### src/rtl/bus_mux_n_if.sv
// Request/response bus bundle for bus_mux_n: N parallel lanes sharing one address/data payload.
// The upstream master side uses N=1; the downstream slave side uses N=N_SLV.
interface bus_mux_n_if #(
    parameter int unsigned N  = 1,
    parameter int unsigned AW = 32,
    parameter int unsigned DW = 32
);
    logic [N-1:0]         req;
    logic [N-1:0]         we;
    logic [DW/8-1:0]      be;
    logic [AW-1:0]        addr;
    logic [DW-1:0]        wdata;
    logic [N-1:0]         gnt;
    logic [N-1:0]         rvalid;
    logic [N-1:0]         err;
    logic [N-1:0][DW-1:0] rdata;

    modport master (output req, we, be, addr, wdata,
                    input  gnt, rvalid, err, rdata);
    modport slave  (input  req, we, be, addr, wdata,
                    output gnt, rvalid, err, rdata);
endinterface

### src/rtl/bus_mux_n.sv
// Address-decoded 1:N bus demultiplexer with in-order response routing FIFO.
// Optional macro BUS_MUX_N_ERR_RESP_EN adds an internal error responder for unmapped addresses.
module bus_mux_n #(
    parameter int unsigned                 N_SLV       = 5,
    parameter int unsigned                 AW          = 32,
    parameter int unsigned                 DW          = 32,
    parameter int unsigned                 MAX_OUTST   = 2,
    parameter logic [N_SLV-1:0][AW-1:0]    SLV_BASE    = '0,
    parameter logic [N_SLV-1:0][AW-1:0]    SLV_SIZE    = {N_SLV{AW'(32'h1000)}},
    parameter int unsigned                 DEFAULT_SLV = 0
) (
    input  logic        Clk,
    input  logic        Rst,
    bus_mux_n_if.slave  m,
    bus_mux_n_if.master s
);

`ifdef BUS_MUX_N_ERR_RESP_EN
    localparam int unsigned N_ID = N_SLV + 1;
`else
    localparam int unsigned N_ID = N_SLV;
`endif
    localparam int unsigned IDW = (N_ID > 1) ? $clog2(N_ID) : 1;
    localparam int unsigned PW  = (MAX_OUTST > 1) ? $clog2(MAX_OUTST) : 1;
    localparam int unsigned CW  = $clog2(MAX_OUTST + 1);

    logic [IDW-1:0]   fifo_q [MAX_OUTST];
    logic [PW-1:0]    wr_ptr_q;
    logic [PW-1:0]    rd_ptr_q;
    logic [CW-1:0]    count_q;
    logic [IDW-1:0]   last_id_q;

    logic [IDW-1:0]   tgt;
    logic             dec_hit;
    logic [IDW-1:0]   head;
    logic             empty;
    logic             full;
    logic             push;
    logic             pop;
    logic             gate;
    logic             grant;
    logic [N_SLV-1:0] sel;
    logic             rsp_valid;
    logic             rsp_err;
    logic [DW-1:0]    rsp_data;

    function automatic logic [PW-1:0] ptr_inc(input logic [PW-1:0] p);
        return (p == PW'(MAX_OUTST - 1)) ? '0 : p + PW'(1);
    endfunction

`ifdef BUS_MUX_N_ERR_RESP_EN
    logic err_pend_q;

    // Responder answers every accepted unmapped request exactly one cycle later.
    always_ff @(posedge Clk or posedge Rst) begin
        if (Rst) err_pend_q <= 1'b0;
        else     err_pend_q <= push && (tgt == IDW'(N_SLV));
    end
`endif

    // Address decode at AW+1 bits so base+size never wraps; lowest index wins.
    always_comb begin
        dec_hit = 1'b0;
        tgt     = IDW'(DEFAULT_SLV);
        for (int i = 0; i < N_SLV; i++) begin
            if (!dec_hit &&
                ({1'b0, m.addr} >= {1'b0, SLV_BASE[i]}) &&
                ({1'b0, m.addr} <  ({1'b0, SLV_BASE[i]} + {1'b0, SLV_SIZE[i]}))) begin
                dec_hit = 1'b1;
                tgt     = IDW'(i);
            end
        end
`ifdef BUS_MUX_N_ERR_RESP_EN
        if (!dec_hit) tgt = IDW'(N_SLV);
`endif
    end

    assign head  = fifo_q[rd_ptr_q];
    assign empty = (count_q == '0);
    assign full  = (count_q == CW'(MAX_OUTST));

    // Response path follows the FIFO head; other slaves' rvalid is ignored.
    always_comb begin
        rsp_valid = 1'b0;
        rsp_err   = 1'b0;
        rsp_data  = '0;
        if (!empty) begin
            for (int i = 0; i < N_SLV; i++) begin
                if (head == IDW'(i)) begin
                    rsp_valid = s.rvalid[i];
                    rsp_err   = s.err[i];
                    rsp_data  = s.rdata[i];
                end
            end
`ifdef BUS_MUX_N_ERR_RESP_EN
            if (head == IDW'(N_SLV)) begin
                rsp_valid = err_pend_q;
                rsp_err   = err_pend_q;
            end
`endif
        end
    end

    assign pop = !empty && rsp_valid;

    // An entry retiring this cycle frees its slot for a new issue in the same cycle.
    assign gate = !Rst && (!full || pop) &&
                  (empty || (pop && (count_q == CW'(1))) || (tgt == last_id_q));

    always_comb begin
        sel = '0;
        for (int i = 0; i < N_SLV; i++) begin
            sel[i] = gate && (tgt == IDW'(i));
        end
    end

    always_comb begin
        grant = m.req[0] && |(sel & s.gnt);
`ifdef BUS_MUX_N_ERR_RESP_EN
        if (m.req[0] && gate && (tgt == IDW'(N_SLV))) grant = 1'b1;
`endif
    end

    assign push = m.req[0] && grant;

    assign s.req   = sel & {N_SLV{m.req[0]}};
    assign s.we    = sel & {N_SLV{m.we[0]}};
    assign s.be    = m.be;
    assign s.addr  = m.addr;
    assign s.wdata = m.wdata;

    assign m.gnt[0]    = grant;
    assign m.rvalid[0] = rsp_valid;
    assign m.err[0]    = rsp_err;
    assign m.rdata[0]  = rsp_data;

    // Routing FIFO: records the target of each granted request, retired in order.
    always_ff @(posedge Clk or posedge Rst) begin
        if (Rst) begin
            wr_ptr_q  <= '0;
            rd_ptr_q  <= '0;
            count_q   <= '0;
            last_id_q <= '0;
            for (int i = 0; i < MAX_OUTST; i++) fifo_q[i] <= '0;
        end else begin
            if (push) begin
                fifo_q[wr_ptr_q] <= tgt;
                wr_ptr_q         <= ptr_inc(wr_ptr_q);
                last_id_q        <= tgt;
            end
            if (pop) rd_ptr_q <= ptr_inc(rd_ptr_q);
            if (push && !pop)      count_q <= count_q + CW'(1);
            else if (!push && pop) count_q <= count_q - CW'(1);
        end
    end

endmodule

### src/flat_wrapper.sv
// flat-port wrapper written by rule: the top's interface ports become plain ports
module bus_mux_n_flat 
#(
    parameter int unsigned                 N_SLV       = 5,
    parameter int unsigned                 AW          = 32,
    parameter int unsigned                 DW          = 32,
    parameter int unsigned                 MAX_OUTST   = 2,
    parameter logic [N_SLV-1:0][AW-1:0]    SLV_BASE    = '0,
    parameter logic [N_SLV-1:0][AW-1:0]    SLV_SIZE    = {N_SLV{AW'(32'h1000)}},
    parameter int unsigned                 DEFAULT_SLV = 0
)
  (Clk, Rst, m_req, m_we, m_be, m_addr, m_wdata, m_gnt, m_rvalid, m_err, m_rdata, s_req, s_we, s_be, s_addr, s_wdata, s_gnt, s_rvalid, s_err, s_rdata);
  bus_mux_n_if #(.N(1), .AW(AW), .DW(DW)) m_i ();
  bus_mux_n_if #(.N(N_SLV), .AW(AW), .DW(DW)) s_i ();
  input  logic Clk;
  input  logic Rst;
  input wire logic [$bits(m_i.req)-1:0] m_req;
  input wire logic [$bits(m_i.we)-1:0] m_we;
  input wire logic [$bits(m_i.be)-1:0] m_be;
  input wire logic [$bits(m_i.addr)-1:0] m_addr;
  input wire logic [$bits(m_i.wdata)-1:0] m_wdata;
  output wire logic [$bits(m_i.gnt)-1:0] m_gnt;
  output wire logic [$bits(m_i.rvalid)-1:0] m_rvalid;
  output wire logic [$bits(m_i.err)-1:0] m_err;
  output wire logic [$bits(m_i.rdata)-1:0] m_rdata;
  output wire logic [$bits(s_i.req)-1:0] s_req;
  output wire logic [$bits(s_i.we)-1:0] s_we;
  output wire logic [$bits(s_i.be)-1:0] s_be;
  output wire logic [$bits(s_i.addr)-1:0] s_addr;
  output wire logic [$bits(s_i.wdata)-1:0] s_wdata;
  input wire logic [$bits(s_i.gnt)-1:0] s_gnt;
  input wire logic [$bits(s_i.rvalid)-1:0] s_rvalid;
  input wire logic [$bits(s_i.err)-1:0] s_err;
  input wire logic [$bits(s_i.rdata)-1:0] s_rdata;
  assign m_i.req = m_req;
  assign m_i.we = m_we;
  assign m_i.be = m_be;
  assign m_i.addr = m_addr;
  assign m_i.wdata = m_wdata;
  assign m_gnt = m_i.gnt;
  assign m_rvalid = m_i.rvalid;
  assign m_err = m_i.err;
  assign m_rdata = m_i.rdata;
  assign s_req = s_i.req;
  assign s_we = s_i.we;
  assign s_be = s_i.be;
  assign s_addr = s_i.addr;
  assign s_wdata = s_i.wdata;
  assign s_i.gnt = s_gnt;
  assign s_i.rvalid = s_rvalid;
  assign s_i.err = s_err;
  assign s_i.rdata = s_rdata;
  bus_mux_n #(.N_SLV(N_SLV), .AW(AW), .DW(DW), .MAX_OUTST(MAX_OUTST), .SLV_BASE(SLV_BASE), .SLV_SIZE(SLV_SIZE), .DEFAULT_SLV(DEFAULT_SLV)) u_core (.Clk(Clk), .Rst(Rst), .m(m_i), .s(s_i));
endmodule
### config.mk
export PLATFORM = sky130hd
export DESIGN_NAME = bus_mux_n_flat
export DESIGN_NICKNAME = d
export VERILOG_FILES = /design/src/rtl/bus_mux_n_if.sv /design/src/rtl/bus_mux_n.sv /design/src/flat_wrapper.sv
export SDC_FILE = /design/constraint.sdc
export NUM_CORES = 1
export LEC_CHECK = 0
export CELL_PAD_IN_SITES_DETAIL_PLACEMENT = 1
export CELL_PAD_IN_SITES_GLOBAL_PLACEMENT = 1
export CORE_AREA = 2 2 140 142
export DETAILED_ROUTE_END_ITERATION = 10
export DIE_AREA = 0 0 142 144
export GPL_ROUTABILITY_DRIVEN = 0
export GPL_TIMING_DRIVEN = 0
export HOLD_SLACK_MARGIN = 0.1
export PLACE_DENSITY_LB_ADDON = 0.08
export RECOVER_POWER = 50
export REMOVE_ABC_BUFFERS = 1
export SYNTH_ARGS = -nofsm -noshare
export SYNTH_HDL_FRONTEND = slang
export SYNTH_SLANG_ARGS = --single-unit
### constraint.sdc
create_clock -name Clk -period 5.95 [get_ports Clk]
set_input_delay 1.785 -clock Clk [delete_from_list [all_inputs] [get_ports Clk]]
set_output_delay 1.785 -clock Clk [all_outputs]
set_load 0.02 [all_outputs]
==> results.yml <==
routing:
  dr.pass1.iters: 8
  first_iter_violations: 218
  via_count: 2913
  via_per_inst: 4.48
  ant_nets: 0
  drc: 0
  wire_per_inst_um: 30.0
  routed_wl_um: 19500
sta:
  tightest_slew_ns: 0.799
  holdWs_ns: 0.541
  max_slew_margin: 0.467
  period_share: 0.951
  rsz0062_at_grt: "false"
  drv_slew: 0
  final-hold-violation-count: 0
  final.min_clock_period_ns: 5.66
  setup_viol_count_final: 0
  max_clock_freq_mhz: 177
  finClkSkew_ns: 0.00260
synth:
  synth_edf_count: 0
  synth_seq_cells: 10
  synthFlopType: "dfrtp_1"
  ys_async_sr_fraction: 1.00
  ys_seq_area_frac: 0.107
  syn_avg_cell_area_um2: 8.30
  synth_warnings: 0
  yosysTopAreaCellShare: 0.243
  yosysUniqueCellTypes: 32
  yosys.area.top_type: "buf_4"
  ys_top_cells_by_count: "buf_4 (76), nor2_1 (35), mux2i_1 (34)"
  synth_cells: 283
  syn_area_um2: 2350
  yosys-top-cells-area: "buf_4 (24%), mux2i_1 (14%), a222oi_1 (14%)"
  synth.most_common_cell: "buf_4"
pwr:
  vdd_ir_drop_max_mv: 0.0773
  pwr-share-comb: 0.720
  internal_power_mw: 0.480
  p_leak_nw: 1.76
  seqPwrFrac: 0.138
  power.density_nw_per_um2: 185
  p_sw_frac: 0.408
  power_frac_clock: 0.142
  netSwitchingPower_mw: 0.332
worst_setup_path:
  reg2reg_from: "u_core.rd_ptr_q"
  path_common_cell: "clkdlybuf4s50_1"
  path_max_fanout: 5
  setup.worst_path.start: "s_rvalid[1]"
  cp-end-kind: "output port"
  path_cells: "clkdlybuf4s50_1 -> mux4_2 -> and2_0 -> o21a_4 -> o211a_1 -> clkdlybuf4s50_1"
  critPathMaxStageDelay_ns: 0.53
  startpoint_type: "input port"
  crit_type: "input port to output port"
  cp.arrival_ns: 3.87
  required_ns: 4.16
  slowest_stage: "clkdlybuf4s50_1"
run:
  drv_cap: 0
global_route:
  antenna_found_initial: 2
  grt_pass1_vias: 3115
  gr-total-overflow: 0
  grt_pass1_wl_um: 25600
  grt_util_all_layers: 0.181
  grt_max_degree: 37
finish:
  fin_cells: 650
  seq_area_um2: 250
  fillers: 2193
  nets: 662
  n_antenna_cell: 0
  utilization: 0.230
  multiInputGateArea_um2: 1460
  drive_above_1_share: 0.0558
  area_growth_pct: 87.2
clock_network:
  ctsHoldBuffers: 0
  ctsResizeCount: 0
  cts.sinks: 10
  cts_tree: "yes"
  cts_made_buffers: 3
  cts_setup_buffers: 0
  clkLatencyLatePin_ns: 0.23
  cts_buffer_depth: 2
  root_buffer: "clkbuf_16"
  clk_pin_slew_ns: 0.04
  htree_num_levels: 1
min_path:
  hp-class: "flop to flop"
  holdCritStartpoint: "u_core.fifo_q[3]"
outcome:
  status: "complete, no violations"
floorplan:
  initial_core_util: 0.123
  dieArea_um2: 20400
  coreArea_um2: 19100
  die_x_um: 142
  rows: 51
  die_h_um: 144
  io_pins: 360
placed_design:
  dp.cells: 647
  hpwlAfterDp_um: 16400
  portBuffers: 211
==> flip-flops by register name (all words and copies together), names as in the netlist <==
signal / count
u_core.count_q: 2
u_core.wr_ptr_q: 1
u_core.rd_ptr_q: 1
u_core.fifo_q: 6
==> worst max-delay path: cells and delay by family <==
family                 cells  cell delay [ns]
buffers and inverters      2             0.92
AND/OR/NAND/NOR            1             0.24
AO/OA/AOI/OAI              2             0.45
multiplexers               1             0.46
==> worst paths after layout <==
| kind | to | slack (ns) | cells after the start |
|---|---|---|---|
| min in group asynchronous | u_core.fifo_q[1] | 2.03 | 2 |
| worst max-delay path | s_we[0] | 0.29 | 6 |
| worst max register to register | u_core.count_q[1] | 2.67 | 10 |
| max in group asynchronous | u_core.rd_ptr_q | 3.60 | 2 |
| worst min register to register | u_core.fifo_q[3] | 0.54 | 1 |
| worst min-delay path | u_core.fifo_q[3] | 0.54 | 1 |
==> cell type report <==
cell class	instances	share of cell area
Timing Repair Buffer	219	0.521
Sequential cell	10	0.0569
Tap cell	238	0.0677
Clock buffer	3	0.0171
Multi-Input combinational cell	175	0.333
Inverter	5	0.00427
==> metal layers <==
metal	share of wire	GRT usage	vias up	wire, µm
li1	-	-	1261	-
met1	0.33	0.178	1342	6470
met2	0.39	0.241	290	7520
met3	0.27	0.229	12	5260
met4	0.0028	0.0105	8	55
met5	0.010	0.0777	-	198
==> logic make-up after synthesis <==
family                   synth area share
other                             0.00160
flip-flops                          0.107
buffers and inverters               0.296
AND/OR/NAND/NOR                    0.0805
XOR/XNOR                           0.0187
multiplexers                        0.170
adder cells (fa/ha/maj)           0.00533
AO/OA/AOI/OAI                       0.321
==> cell usage in the layout (no fill, tap or decap), drive strengths merged <==
cell type / Yosys / routed
clkdlybuf4s50: 0 / 210
nor2: 35 / 35
mux2i: 35 / 35
o2bb2ai: 33 / 33
a222oi: 33 / 33
dfrtp: 10 / 10
conb: 1 / 8
o21a: 8 / 8
buf: 83 / 8
inv: 5 / 5
xor2: 3 / 3
clkbuf: 17 / 3
xnor2: 2 / 2
nand2: 2 / 2
nand2b: 2 / 2
a21oi: 2 / 2
nor2b: 2 / 2
and2: 2 / 2
or4b: 1 / 1
o31ai: 1 / 1
mux2: 1 / 1
mux4: 1 / 1
a211oi: 1 / 1
a2bb2oi: 1 / 1
o211a: 1 / 1
ha: 1 / 1
dlygate4sd3: 0 / 1
==> stage by stage <==
| step | setup WS [ns] | total power [mW] | instance area [µm²] | setup TNS [ns] |
|---|---|---|---|---|
| final | 0.294 | 0.812 | 4400 | 0 |
| after global routing | 0.179 | 0.862 | 4400 | 0 |
| after CTS | 0.353 | 0.827 | 4400 | 0 |
| after detailed placement | 0.361 | 0.706 | 4320 | 0 |
| after global placement | -3.50 | 0.680 | 4110 | -109.47 |
| after floorplan | 0.539 | 0.344 | 1700 | 0 |
==> power groups by stage <==
| stage | clock (mW) | sequential [mW] | combinational (mW) |
|---|---|---|---|
| after floorplan | 0 | 0.103 | 0.241 |
| after global placement | 0 | 0.106 | 0.574 |
| after detailed placement | 0 | 0.112 | 0.593 |
| after CTS | 0.117 | 0.113 | 0.598 |
| after global routing | 0.121 | 0.116 | 0.625 |
| final | 0.115 | 0.112 | 0.584 |
Power figures use the tool's default switching activity.
==> RTL edit, RTL diff (config.mk and constraints unchanged) <==
Build with the macro `BUS_MUX_N_ERR_RESP_EN` defined.
--- a/src/rtl/bus_mux_n.sv
+++ b/src/rtl/bus_mux_n.sv
@@ -1,5 +1,7 @@
 // Address-decoded 1:N bus demultiplexer with in-order response routing FIFO.
 // Optional macro BUS_MUX_N_ERR_RESP_EN adds an internal error responder for unmapped addresses.
+`define BUS_MUX_N_ERR_RESP_EN
+
 module bus_mux_n #(
     parameter int unsigned                 N_SLV       = 5,
     parameter int unsigned                 AW          = 32,
Check against the original RTL: not equivalent (Yosys sat finds a counterexample within 4 cycles, from zero or initial values and one cycle with Rst high).
==> RTL edit against the original RTL <==
Worst setup slack got worse by 0.10 ns. Routed wire length down 33%. Fmax down 1.8%. Area after synthesis fell by 41%. Final area is 45% lower. Sequential cell count is 2 lower. Total power decreased by 49%. Hold slack lost 0.050 ns. Non-clock buffer count decreased by 101. Global-route usage decreased by 5.7 points.
==> RTL edit: results (changes against the original RTL) <==
[hold_path]
hold_path_class = flip-flop to flip-flop
worstHoldStart = u_core.wr_ptr_q

[outcome]
run_status = finished clean

[drt]
first_pass_iters = 4  ; -4
vias = 1355  ; -53%
first_iter_violations = 21  ; -90%
finalWirelength_um = 13100  ; -33%

[finish]
fillers = 2255  ; +2.8%
largestRegisters = u_core.count_q (2), u_core.fifo_q (2)
antennaDiodeCount = 0  ; unchanged
drive_above_1_share_pct = 6.76  ; +1.2 points
area_delta_synth_final_pct = 73.3
final_nets = 475  ; -28%

[critical_path]
r2r_cells = 9  ; -1
path_max_fanout = 6  ; +1
crit_start = m_addr[22]
critPathArrivalTime_ns = 3.97  ; +0.10 ns
reg2reg_from = u_core.count_q[0]
crit_type = input pin to primary output

[grt]
grt_max_degree = 19  ; -49%
grt_util_all_layers_pct = 12.4  ; -5.7 points
antenna_found_initial = 0  ; -2
grt_pass1_wl_um = 15800  ; -38%

[placed_design]
placed_area_mm2 = 0.00230  ; -47%
dp_hpwl_um = 12300  ; -25%
io_buffers = 115  ; -45%

[timing]
tightest_slew_ns = 0.539  ; -0.260 ns
skew_ns = 0.000581  ; -0.00202 ns

[clock_network]
h-tree-depth = 1  ; unchanged
cts_root_buffer = clkbuf_16
clock_path_buffers = 2  ; unchanged
clock_latency_ns = 0.23  ; about the same

[yosys]
yosys-top-cells-area = buf_4, and2_1, dfrtp_1
synth_cell_types = 27  ; -16%
synth_edf_count = 0  ; unchanged
ys_seq_area_share_pct = 14.5  ; +3.8 points
yosys-top-cells-count = buf_4, and2_1, dfrtp_1

[power_and_ir_drop]
vdd_ir_drop_max_v = 0.0000641  ; -17%
leakagePower_nw = 0.859  ; -51%

[RTL edit: cell count changes after synthesis, moves of 3 or more]
cell and delta:
ha_1 +3, mux2i_1 -33, and2_1 +31, clkbuf_1 -13, buf_2 -6, nor2_1 -31, nor4_1 +5, inv_1 +3
a222oi_1 -33, o2bb2ai_1 -33, o21a_1 -7
[RTL edit: routing by layer]
metal | GRT usage [%] | up-vias | wire (um)
met5 | 2.76 | - | 69
met4 | 3.00 | 2 | 284
met3 | 15.6 | 6 | 3510
met2 | 22.3 | 213 | 6460
met1 | 7.00 | 566 | 2730
li1 | - | 568 | -
[RTL edit: path summary, 6_finish.rpt]
| check | to | slack (ns) |
|---|---|---|
| hold / removal | u_core.fifo_q[0] | 0.49 |
| min in group asynchronous | u_core.err_pend_q | 2.02 |
| setup reg to reg | u_core.count_q[1] | 3.60 |
| max in group asynchronous | u_core.wr_ptr_q | 3.63 |
| setup / recovery | s_req[0] | 0.19 |
| hold reg to reg | u_core.fifo_q[0] | 0.49 |
[RTL edit: per-stage QoR]
step,cells,hold slack [ns],setup slack (ns),power (mW)
CTS,460,0.495,0.0342,0.427
detailed placement,455,0.489,-0.384,0.309
floorplan,101,0.450,1.16,0.191
global route,460,0.511,0.00383,0.453
global placement,454,0.482,-0.379,0.308
finish,460,0.490,0.193,0.417
[RTL edit: critical path, cell delays in order]
cell and delay, ns:
clkdlybuf4s50_1 0.41, nor4_1 0.45, nand3_2 0.24, nor2_4 0.23
and4_1 0.22, clkdlybuf4s50_1 0.64
[RTL edit: timing repair]
action | 4_1_cts | 5_1_grt
pin swaps | 1 | 0
gates cloned | 0 | 0
hold buffers | 0 | 0
endpoints found under the setup margin | 3 | 2
resized for setup | 2 | 3
endpoints found under the hold margin | 0 | 0
buffers inserted | 2 | 0
[RTL edit: power by group]
group          internal (mW)  switching, mW
logic                  0.112          0.105
registers             0.0718         0.0152
clock network         0.0866         0.0255
[RTL edit: logic make-up (layout without fill, tap and decap cells)]
kind of cell             Yosys count  in the layout  synth area share [%]
AO/OA/AOI/OAI                     10             10                  4.43
multiplexers                       4              4                  3.79
buffers and inverters             85            127                  43.6
AND/OR/NAND/NOR                   57             57                  27.3
other                              1              8                 0.271
flip-flops                         8              8                  14.5
adder cells (fa/ha/maj)            4              4                  3.61
XOR/XNOR                           4              4                  2.53
[RTL edit: area by class of cell]
cell class	instances	share of cell area, %
Clock buffer	3	3.13
Multi-Input combinational cell	87	26.2
Tap cell	238	12.4
Timing Repair Buffer	118	49.0
Inverter	6	0.938
Sequential cell	8	8.34
